File: config.mk
export PLATFORM = sky130hd
export DESIGN_NAME = bus_master_flat
export DESIGN_NICKNAME = d
export VERILOG_FILES = /design/src/rtl/bus_master_if.sv /design/src/rtl/bus_master.sv /design/src/flat_wrapper.sv
export SDC_FILE = /design/constraint.sdc
export NUM_CORES = 1
export LEC_CHECK = 0
export CAP_MARGIN = 10
export CELL_PAD_IN_SITES_DETAIL_PLACEMENT = 1
export CELL_PAD_IN_SITES_GLOBAL_PLACEMENT = 1
export CORE_UTILIZATION = 31
export CTS_BUF_LIST = sky130_fd_sc_hd__clkbuf_4 sky130_fd_sc_hd__clkbuf_8
export DETAILED_ROUTE_END_ITERATION = 10
export PLACE_DENSITY_LB_ADDON = 0.1
export SLEW_MARGIN = 10
export SYNTH_ARGS = -nofsm -noshare
export SYNTH_HDL_FRONTEND = slang
export SYNTH_SLANG_ARGS = --single-unit
File: constraint.sdc
create_clock -name clk -period 1.54 [get_ports clk]
set_clock_uncertainty 0.05 [all_clocks]
set_input_delay 0.308 -clock clk [delete_from_list [all_inputs] [get_ports clk]]
set_output_delay 0.308 -clock clk [all_outputs]
set_load 0.01 [all_outputs]
File: src/rtl/bus_master_if.sv
// CPU-side request/response and shared IO bus signals for the bus_master initiator.
interface bus_master_if #(
    parameter int unsigned ADDR_W = 30,
    parameter int unsigned DATA_W = 32
);
    logic              cpu_req;
    logic              cpu_rw;
    logic [ADDR_W-1:0] cpu_addr;
    logic [DATA_W-1:0] cpu_wr_data;
    logic [DATA_W-1:0] cpu_rd_data;
    logic              cpu_busy;
    logic              cpu_done;
    logic              cpu_err;

    logic              bus_req_;
    logic              bus_grnt_;
    logic              bus_as_;
    logic              bus_rw;
    logic [ADDR_W-1:0] bus_addr;
    logic [DATA_W-1:0] bus_wr_data;
    logic [DATA_W-1:0] bus_rd_data;
    logic              bus_rdy_;

    modport master (
        input  cpu_req, cpu_rw, cpu_addr, cpu_wr_data,
        output cpu_rd_data, cpu_busy, cpu_done, cpu_err,
        output bus_req_, bus_as_, bus_rw, bus_addr, bus_wr_data,
        input  bus_grnt_, bus_rd_data, bus_rdy_
    );

    modport slave (
        output cpu_req, cpu_rw, cpu_addr, cpu_wr_data,
        input  cpu_rd_data, cpu_busy, cpu_done, cpu_err,
        input  bus_req_, bus_as_, bus_rw, bus_addr, bus_wr_data,
        output bus_grnt_, bus_rd_data, bus_rdy_
    );
endinterface

File: src/rtl/bus_master.sv
// Single-request IO bus initiator: arbitrate, one-cycle address strobe, wait for
// registered ready or timeout, then return data or error to the CPU.
module bus_master #(
    parameter int unsigned ADDR_W  = 30,
    parameter int unsigned DATA_W  = 32,
    parameter int unsigned TIMEOUT = 255
) (
    input logic          clk,
    input logic          reset,
    bus_master_if.master bus
);
    typedef enum logic [1:0] {
        S_IDLE,
        S_REQ,
        S_ACCESS,
        S_WAIT
    } state_e;

    localparam logic [7:0] CNT_LAST = 8'(TIMEOUT - 1);

    state_e            state_q, state_d;
    logic              rw_q, rw_d;
    logic [ADDR_W-1:0] addr_q, addr_d;
    logic [DATA_W-1:0] wdata_q, wdata_d;
    logic [7:0]        cnt_q, cnt_d;

    logic              bus_req_q, bus_req_d;
    logic              bus_as_q, bus_as_d;
    logic              bus_rw_q, bus_rw_d;
    logic [ADDR_W-1:0] bus_addr_q, bus_addr_d;
    logic [DATA_W-1:0] bus_wr_data_q, bus_wr_data_d;

    logic [DATA_W-1:0] rd_data_q, rd_data_d;
    logic              busy_q, busy_d;
    logic              done_q, done_d;
    logic              err_q, err_d;

    always_ff @(posedge clk) begin
        if (!reset) begin
            state_q       <= S_IDLE;
            rw_q          <= 1'b1;
            addr_q        <= '0;
            wdata_q       <= '0;
            cnt_q         <= '0;
            bus_req_q     <= 1'b1;
            bus_as_q      <= 1'b1;
            bus_rw_q      <= 1'b1;
            bus_addr_q    <= '0;
            bus_wr_data_q <= '0;
            rd_data_q     <= '0;
            busy_q        <= 1'b0;
            done_q        <= 1'b0;
            err_q         <= 1'b0;
        end else begin
            state_q       <= state_d;
            rw_q          <= rw_d;
            addr_q        <= addr_d;
            wdata_q       <= wdata_d;
            cnt_q         <= cnt_d;
            bus_req_q     <= bus_req_d;
            bus_as_q      <= bus_as_d;
            bus_rw_q      <= bus_rw_d;
            bus_addr_q    <= bus_addr_d;
            bus_wr_data_q <= bus_wr_data_d;
            rd_data_q     <= rd_data_d;
            busy_q        <= busy_d;
            done_q        <= done_d;
            err_q         <= err_d;
        end
    end

    always_comb begin
        state_d       = state_q;
        rw_d          = rw_q;
        addr_d        = addr_q;
        wdata_d       = wdata_q;
        cnt_d         = cnt_q;
        bus_req_d     = bus_req_q;
        bus_as_d      = bus_as_q;
        bus_rw_d      = bus_rw_q;
        bus_addr_d    = bus_addr_q;
        bus_wr_data_d = bus_wr_data_q;
        rd_data_d     = rd_data_q;
        busy_d        = busy_q;
        done_d        = 1'b0;
        err_d         = 1'b0;

        unique case (state_q)
            S_IDLE: begin
                if (bus.cpu_req) begin
                    rw_d      = bus.cpu_rw;
                    addr_d    = bus.cpu_addr;
                    wdata_d   = bus.cpu_wr_data;
                    bus_req_d = 1'b0;
                    busy_d    = 1'b1;
                    if (bus.cpu_rw) begin
                        rd_data_d = '0;
                    end
                    state_d = S_REQ;
                end
            end
            S_REQ: begin
                bus_req_d = 1'b0;
                if (!bus.bus_grnt_) begin
                    bus_as_d      = 1'b0;
                    bus_rw_d      = rw_q;
                    bus_addr_d    = addr_q;
                    bus_wr_data_d = wdata_q;
                    state_d       = S_ACCESS;
                end
            end
            S_ACCESS: begin
                // Ready is registered by the responder, so it is never valid here.
                bus_as_d      = 1'b1;
                bus_rw_d      = 1'b1;
                bus_addr_d    = '0;
                bus_wr_data_d = '0;
                cnt_d         = '0;
                state_d       = S_WAIT;
            end
            S_WAIT: begin
                if (!bus.bus_rdy_) begin
                    rd_data_d = rw_q ? bus.bus_rd_data : '0;
                    done_d    = 1'b1;
                    busy_d    = 1'b0;
                    bus_req_d = 1'b1;
                    state_d   = S_IDLE;
                end else if (cnt_q == CNT_LAST) begin
                    rd_data_d = '0;
                    done_d    = 1'b1;
                    err_d     = 1'b1;
                    busy_d    = 1'b0;
                    bus_req_d = 1'b1;
                    state_d   = S_IDLE;
                end else begin
                    cnt_d = cnt_q + 8'd1;
                end
            end
            default: state_d = S_IDLE;
        endcase
    end

    assign bus.cpu_rd_data = rd_data_q;
    assign bus.cpu_busy    = busy_q;
    assign bus.cpu_done    = done_q;
    assign bus.cpu_err     = err_q;
    assign bus.bus_req_    = bus_req_q;
    assign bus.bus_as_     = bus_as_q;
    assign bus.bus_rw      = bus_rw_q;
    assign bus.bus_addr    = bus_addr_q;
    assign bus.bus_wr_data = bus_wr_data_q;
endmodule

File: src/flat_wrapper.sv
// flat-port wrapper written by rule: the top's interface ports become plain ports
module bus_master_flat 
#(
    parameter int unsigned ADDR_W  = 30,
    parameter int unsigned DATA_W  = 32,
    parameter int unsigned TIMEOUT = 255
)
  (clk, reset, bus_cpu_req, bus_cpu_rw, bus_cpu_addr, bus_cpu_wr_data, bus_cpu_rd_data, bus_cpu_busy, bus_cpu_done, bus_cpu_err, bus_bus_req_, bus_bus_as_, bus_bus_rw, bus_bus_addr, bus_bus_wr_data, bus_bus_grnt_, bus_bus_rd_data, bus_bus_rdy_);
  bus_master_if #(.ADDR_W(ADDR_W), .DATA_W(DATA_W)) bus_i ();
  input logic clk;
  input logic reset;
  input wire logic [$bits(bus_i.cpu_req)-1:0] bus_cpu_req;
  input wire logic [$bits(bus_i.cpu_rw)-1:0] bus_cpu_rw;
  input wire logic [$bits(bus_i.cpu_addr)-1:0] bus_cpu_addr;
  input wire logic [$bits(bus_i.cpu_wr_data)-1:0] bus_cpu_wr_data;
  output wire logic [$bits(bus_i.cpu_rd_data)-1:0] bus_cpu_rd_data;
  output wire logic [$bits(bus_i.cpu_busy)-1:0] bus_cpu_busy;
  output wire logic [$bits(bus_i.cpu_done)-1:0] bus_cpu_done;
  output wire logic [$bits(bus_i.cpu_err)-1:0] bus_cpu_err;
  output wire logic [$bits(bus_i.bus_req_)-1:0] bus_bus_req_;
  output wire logic [$bits(bus_i.bus_as_)-1:0] bus_bus_as_;
  output wire logic [$bits(bus_i.bus_rw)-1:0] bus_bus_rw;
  output wire logic [$bits(bus_i.bus_addr)-1:0] bus_bus_addr;
  output wire logic [$bits(bus_i.bus_wr_data)-1:0] bus_bus_wr_data;
  input wire logic [$bits(bus_i.bus_grnt_)-1:0] bus_bus_grnt_;
  input wire logic [$bits(bus_i.bus_rd_data)-1:0] bus_bus_rd_data;
  input wire logic [$bits(bus_i.bus_rdy_)-1:0] bus_bus_rdy_;
  assign bus_i.cpu_req = bus_cpu_req;
  assign bus_i.cpu_rw = bus_cpu_rw;
  assign bus_i.cpu_addr = bus_cpu_addr;
  assign bus_i.cpu_wr_data = bus_cpu_wr_data;
  assign bus_cpu_rd_data = bus_i.cpu_rd_data;
  assign bus_cpu_busy = bus_i.cpu_busy;
  assign bus_cpu_done = bus_i.cpu_done;
  assign bus_cpu_err = bus_i.cpu_err;
  assign bus_bus_req_ = bus_i.bus_req_;
  assign bus_bus_as_ = bus_i.bus_as_;
  assign bus_bus_rw = bus_i.bus_rw;
  assign bus_bus_addr = bus_i.bus_addr;
  assign bus_bus_wr_data = bus_i.bus_wr_data;
  assign bus_i.bus_grnt_ = bus_bus_grnt_;
  assign bus_i.bus_rd_data = bus_bus_rd_data;
  assign bus_i.bus_rdy_ = bus_bus_rdy_;
  bus_master #(.ADDR_W(ADDR_W), .DATA_W(DATA_W), .TIMEOUT(TIMEOUT)) u_core (.clk(clk), .reset(reset), .bus(bus_i));
endmodule
* Yosys cells after proc, flatten, opt, wreduce, memory -nomap -nowiden
Cells that the tools add are included. W data, S select, Z words.
Storage, ports and cells: flip-flop bits (word level) 173, word-level logic and storage cells 71, input bits 100
Operators by class: muxes and demuxes 32, add/subtract/negate cells 1, reductions and logical operators 14, eq/ne operators 10
Operators with widths (number):
- $mux W32 | 6
- $pmux W32 S2 | 2
- $pmux W30 S2 | 1
- $mux W30 | 1
- $mux W8 | 2
- $pmux W8 S2 | 1
- $reduce_and A3 Y1 | 5
- $mux W1 | 10
- $ne A2 B2 Y1 const B | 5
- $add A8 B1 Y8 const B | 1
- $eq A8 B8 Y1 const B | 1
- $mux W2 | 4
- $pmux W2 S4 | 1
- $pmux W1 S2 | 3
- $reduce_and A2 Y1 | 3
- $reduce_bool A2 Y1 | 3
- $eq A2 B2 Y1 const B | 2
- $reduce_and A4 Y1 | 1
- $ne A3 B2 Y1 const B | 1
- $pmux W1 S3 | 1
- $reduce_bool A3 Y1 | 1
- $eq A2 B1 Y1 const B | 1
- $logic_not A2 Y1 | 1

* Depth between registers and ports, before layout
depth in word-level cells 4, depth in mapped cells 8

* Worst setup path before layout
OpenSTA, ideal clock, no wires.
path type register to register, start point register u_core.state_q[0], end point register u_core.bus_wr_data_q[10], in the netlist u_core.bus.bus_wr_data[10], clock period less this slack 1.604 ns, setup time 0.065 ns, path buffers 2, data arrival time 1.489 ns, cell stages (with the launch flop) 8, slack -0.064 ns, cells stage by stage dfxtp_1 > inv_1 > ha_1 > buf_2 > o21ai_1 > buf_2 > a22oi_1 > nor2_1
On the way: cells in the longest elaborated chain, start to end 3, elaborated cells between the ends (all ways) 6
Ends and longest elaborated chain:
- from (decl) | line bus_master.sv:21 | state_e state_q, state_d;
- from (signal assigned) | line bus_master.sv:55 | state_q <= state_d;
- $eq A2 B1 Y1 or $eq A2 B2 Y1 (tied branches) | line bus_master.sv:88 | unique case (state_q)
- $ne A2 B2 Y1 (no source line) or $reduce_bool A2 Y1 (tied branches)
- $reduce_and A2 Y1 (no source line)
- to (signal assigned) | line bus_master.sv:64 | bus_wr_data_q <= bus_wr_data_d;
- to (decl) | line bus_master.sv:31 | logic [DATA_W-1:0] bus_wr_data_q, bus_wr_data_d;
Parallel ways exist; a longest one is shown, timed or not. A chain may end at the register's enable or synchronous reset.

* Worst setup path in the final report
start point register u_core.state_q[1], end point register u_core.addr_q[25]
On the way: cells in the longest elaborated chain, start to end 2
Ends and longest elaborated chain:
- $logic_not A2 Y1 | line bus_master.sv:88
- $reduce_and A2 Y1 (no source line)
- to (signal assigned) | line bus_master.sv:57 | addr_q <= addr_d;
- to (decl) | line bus_master.sv:23 | logic [ADDR_W-1:0] addr_q, addr_d;
No other way between the ends.

==> run_results.csv <==
group,metric,value,unit
cts,clock-sinks,173,
setup_path,crit_fanout,8,
sta,setup_viol,147,
global_route,grt_remaining_overflow,0,
cts,cts_tree,"built",
place,dpl.hpwl,13780,um
synthesis,synth_warnings,0,
outcome,status,"complete, but fails checks",
synthesis,synth_top_family_by_area,"compound AO/OA/AOI/OAI gates",
die,core-area,0.01902,sq mm
synthesis,synth_seq_area_share,56.78,%
die,placementRows,50,
setup_path,critPathMostFrequentCell,"buf_6",
synthesis,synthTopCellsByCount,"dfxtp_1, nand2_1, nor2_1",
setup_path,cp.arrival,2.03,ns
cts,clockRootBuffer,"clkbuf_8",
setup_path,setup.worst_path.start_class,"flip-flop",
cts,ctsHoldBuffers,0,
cts,numCtsBuffers,17,
synthesis,synth_compound_gate_area_share,19.90,%
synthesis,synthArstFlopShare,0,%
synthesis,synthTopCellsByArea,"dfxtp_1, nand2_1, a21oi_1",
drt,ant_nets,0,
synthesis,yosys.area.top_type,"dfxtp_1",
synthesis,syn_nets,770,
cells_and_area,layout.nets,1052,
flow_run,drv_cap,0,
sta,worst_slew_pin_slew,0.3690,ns
drt,first_pass_iters,4,
synthesis,syn_area,0.006100,sq mm
die,dieWidth,142.3,um
synthesis,synth_flop_cell,"dfxtp_1",
cts,htreeDepth,4,
pwr,leakage,4.864,nW
sta,finalHoldViolCount,0,
drt,vias,6241,
synthesis,yosysMostFrequentCell,"dfxtp_1",
sta,rsz0062_at_grt,"yes",
outcome,violations,"setup timing",
cts,clkTransAtPathRegs,0.11,ns
die,start_util,32.07,%
drt,wl_per_cell,21.25,um
synthesis,ys_ff_latch,173,
die,dieArea,0.02024,sq mm
sta,clock.fmax,0.5938,GHz
setup_path,crit_path_cell_trace,"inv_4 -> ha_4 -> buf_6 -> buf_6 -> and2_4 -> buf_12 -> buf_16 -> nand2_1 -> a21oi_1",
die,chipHeight,142.3,um
sta,period_minus_slack,1.684,ns
synthesis,synth_top_area_share,56.78,%
synthesis,synth_edf_count,0,
synthesis,synth.avg_cell_area,9.186,sq um
drt,drt_iter0_markers,203,
cts,clkLatencyLatePin,0.47,ns
place,gp_congestion,0.7875,
worst_hold_path,worstHoldPathType,"input pin to flip-flop",
pwr,finalPower,19.82,mW
synthesis,synth_cells,664,
cells_and_area,area_growth,88.29,%
synthesis,synthXorXnorAreaFrac,0,%
sta,fin_ws,-0.1440,ns
cells_and_area,postLayoutCoreUtil,60.39,%
setup_path,crit_required,1.88,ns
setup_path,path_class,"flip-flop to flip-flop",
global_route,grt_pass1_vias,6517,
pwr,powerDensity,1726,mW/mm^2
synthesis,synthMuxAreaShare,0.3282,%
global_route,grt.total_usage,23.07,%
drt,via_per_inst,5.120,
global_route,grt_max_degree,54,
place,port_buffers,199,
global_route,antenna_found_initial,0,
die,io_pins,200,
sta,period_share,109.4,%
synthesis,synthSimpleGateAreaFrac,17.13,%
cts,clockBufferDepth,2,
setup_path,critPathBufInv,5,
synthesis,synth_cell_types,50,
cells_and_area,drive_gt1_share,41.08,%
setup_path,cp-end-kind,"flip-flop",
drt,wirelength,25900,um
synthesis,synthAdderAreaFrac,1.231,%
cells_and_area,antenna_cells,0,
global_route,grt_pass1_wl,35610,um
drt,drc,0,
setup_path,cpPeakStageDelay,0.37,ns
sta,relSlewSlack,75.40,%
sta,drv_slew,0,
pwr,peakVddDrop,881.6,uV
setup_path,crit_family,"buffers and inverters",
setup_path,cp_slowest_cell,"dfxtp_4",
## final timing paths
kind,depth (start not counted),slack [ns],to,start
worst min register to register,1,0.41,u_core.bus.bus_as_$_SDFFE_PN1P_,u_core.bus.bus_as_$_SDFFE_PN1P_
worst max-delay path,9,-0.14,u_core.addr_q[25]$_SDFFE_PN0P_,u_core.state_q[1]$_SDFFE_PN0P_
worst max register to register,9,-0.14,u_core.addr_q[25]$_SDFFE_PN0P_,u_core.state_q[1]$_SDFFE_PN0P_
worst min-delay path,3,0.34,u_core.addr_q[14]$_SDFFE_PN0P_,bus_cpu_addr[14]
## cell type report
| type | count | area (sq um) |
|---|---|---|
| sequential | 173 | 3483 |
| timing repair buffer | 309 | 3510 |
| clock buffer | 19 | 255.2 |
| multi-input combinational | 439 | 3730 |
| clock inverter | 13 | 152.6 |
| tap | 260 | 325.3 |
| inverter | 6 | 28.78 |
| fill | 2053 | 7533 |
## repair_timing
item	4_1_cts	5_1_grt
endpoints found under the setup margin	269	179
pin swaps	49	175
cloned	15	14
hold endpoints to repair	0	0
setup buffers	22	11
resized for setup	213	279
## placed cells by master (no fill, tap or decap), types with 13 or more instances in the layout
cell             count
dfxtp_1            161
clkdlybuf4s50_1     99
dlygate4sd2_1       85
nand2_1             67
nor2_1              66
a21oi_2             57
nand2_4             47
buf_4               38
a22o_1              30
nand2_2             27
o22ai_2             23
buf_6               22
buf_12              20
clkbuf_8            18
a22oi_2             13
a22oi_1             13
## kinds of logic (layout without fill, tap and decap cells)
| group | after synthesis | after routing |
|---|---|---|
| fa+ha+maj | 6 | 6 |
| flops | 173 | 173 |
| buf+inv | 54 | 347 |
| compound gates | 182 | 183 |
| mux | 2 | 2 |
| simple gates | 247 | 248 |
## report_power, final
part           total, mW  switching (mW)  internal (mW)
Combinational       10.2            4.92           5.29
Sequential          6.20           0.779           5.42
Clock               3.42            1.87           1.54
Total               19.8            7.57           12.3
## worst register-to-register path: stages, from the launching register on
cell	delay [ns]
dfxtp_4	0.37
inv_4	0.07
ha_4	0.14
buf_6	0.12
buf_6	0.11
and2_4	0.22
buf_12	0.16
buf_16	0.16
nand2_1	0.07
a21oi_1	0.15
## per-stage QoR
stage	cells	hold WS (ns)	setup WS (ns)	setup TNS (ns)	instance area [sq um]
2_1_floorplan	664	0.3489	0.004005	0	6135
3_3_place_gp	1131	0.3912	-0.4917	-41.10	8742
3_5_place_dp	1131	0.3930	-0.5386	-46.86	8742
4_1_cts	1199	0.3021	-0.1340	-4.683	10090
5_1_grt	1219	0.3145	-0.2001	-17.40	11480
6_report	1219	0.3425	-0.1440	-7.424	11480
## layer usage
metal	share of wire, %	vias to the layer above	global-route usage, %	wire (um)
li1	-	2887	-	-
met1	40	3132	27.00	10370
met2	52	177	40.53	13570
met3	4.8	45	5.922	1245
met4	2.7	0	8.206	707
met5	0	-	0	0
## flip-flops by register name (all words and copies together) (netlist names)
register                flops
u_core.bus.bus_wr_data     32
u_core.bus.cpu_done         1
u_core.addr_q              30
u_core.bus.bus_addr        30
u_core.cnt_q                8
u_core.bus.bus_req_         1
u_core.bus.cpu_err          1
u_core.bus.cpu_rd_data     32
u_core.bus.cpu_busy         1
u_core.rw_q                 1
u_core.state_q              2
u_core.wdata_q             32
u_core.bus.bus_as_          1
u_core.bus.bus_rw           1
Note: power is estimated with default switching activity, not from simulation.
==> variant: new RTL, config.mk and constraints unchanged <==
Take the reset off `addr_q`, `wdata_q`, `bus_addr_q`, `bus_wr_data_q` and `rd_data_q` and load them in a clocked block of their own.
--- a/src/rtl/bus_master.sv
+++ b/src/rtl/bus_master.sv
@@ -40,13 +40,8 @@
             state_q       <= S_IDLE;
             rw_q          <= 1'b1;
-            addr_q        <= '0;
-            wdata_q       <= '0;
             cnt_q         <= '0;
             bus_req_q     <= 1'b1;
             bus_as_q      <= 1'b1;
             bus_rw_q      <= 1'b1;
-            bus_addr_q    <= '0;
-            bus_wr_data_q <= '0;
-            rd_data_q     <= '0;
             busy_q        <= 1'b0;
             done_q        <= 1'b0;
@@ -55,17 +50,20 @@
             state_q       <= state_d;
             rw_q          <= rw_d;
-            addr_q        <= addr_d;
-            wdata_q       <= wdata_d;
             cnt_q         <= cnt_d;
             bus_req_q     <= bus_req_d;
             bus_as_q      <= bus_as_d;
             bus_rw_q      <= bus_rw_d;
-            bus_addr_q    <= bus_addr_d;
-            bus_wr_data_q <= bus_wr_data_d;
-            rd_data_q     <= rd_data_d;
             busy_q        <= busy_d;
             done_q        <= done_d;
             err_q         <= err_d;
         end
+    end
+
+    always_ff @(posedge clk) begin
+        addr_q        <= addr_d;
+        wdata_q       <= wdata_d;
+        bus_addr_q    <= bus_addr_d;
+        bus_wr_data_q <= bus_wr_data_d;
+        rd_data_q     <= rd_data_d;
     end
 
Behaviour: differs if reset is asserted again (counterexample within 4 cycles, from zero or initial values and one cycle with reset low); with reset held inactive, the same outputs for 4 cycles.
==> variant against the unedited design <==
The flow still finishes with violations (negative setup slack). Setup slack improved by 0.049 ns. Wire length fell by 42%. Die area rose by 2.8%. Total power fell by 16%. Area after synthesis rose by 2.8%. Cell count fell by 25%. Sequential cell count did not move. Cell area fell by 15%. Via count fell by 36%.
==> variant: results <==
[cells_and_area]
regArea_um2 = 5040
layout-drive-gt1-share_pct = 17.7
layout.nets = 748
multi_input_cells = 186
sh_seq_area_pct = 51.8
nNonClkBuffers = 257
nClkBuffers = 18

[synthesis]
netlist_instances = 378
synthTopCellsByArea = "edfxtp_1, nor2b_1, dfxtp_1"
yosys-top-cells-count = "edfxtp_1, nor2b_1, and2_1, dfxtp_1"
seq_area_frac_synth_pct = 80.1
synth-edff-count = 156

[worst_hold_path]
min_delay_path_depth = 1
min_to = "u_core.addr_q[28]"

[global_routing]
grt_max_degree = 43
grt_usage_pct = 14.5

[place]
post_dp_cell_area_um2 = 9020
dpl.cell_count = 869
dp_slack_ns = -0.312

[sta]
finalWorstSetupSlack_ns = -0.0952
setup_violations = 33
slew_headroom_pct = 62.9
holdWs_ns = 0.352

[pwr]
p_sw_mw = 4.85
switching_share_pct = 29.0
comb-power_mw = 5.59

[setup_path]
slowest_delay_ns = 0.33
reg2reg_from = "u_core.cnt_q[0]"
critPathTopFamily = "compound AO/OA/AOI/OAI gates"
cp_slowest_cell = "dfxtp_2"

[clock_tree]
clk_pin_slew_worst_paths_ns = 0.09

[routing]
wirelength_mm = 15.0

[status]
status = "finished with violations"
violations = "negative setup slack"
## variant: changes by cell type after synthesis, sizes merged, moves of 32 or more
cell    before  now
and2         2   34
nor2        71   11
dfxtp      173   17
nor2b        1   64
a21oi       69    4
o22ai       36    1
nand2      143   13
edfxtp       0  156
## variant: metal layers
metal	up-vias	GRT usage (%)	routed length, um	part of all wire, %
li1	1898	-	-	-
met1	1949	16.3	6000	40
met2	126	25.3	7810	52
met3	20	4.77	978	6.5
met4	0	6.09	235	1.6
met5	-	0	0	0
## variant: logic make-up (layout without fill, tap and decap cells)
family / Yosys count / after routing / synth area share, %
buffers and inverters: 19 / 295 / 1.14
adder cells (fa/ha/maj): 7 / 7 / 1.40
multiplexers: 2 / 2 / 0.319
AND/OR/NAND/NOR: 153 / 153 / 14.2
flip-flops: 173 / 173 / 80.1
AO/OA/AOI/OAI: 24 / 24 / 2.81
## variant: repair_timing
action,4_1_cts,5_1_grt
cloned,3,3
gates resized for setup,122,61
pin swaps,3,7
setup endpoints to repair,231,197
buffers inserted,10,2
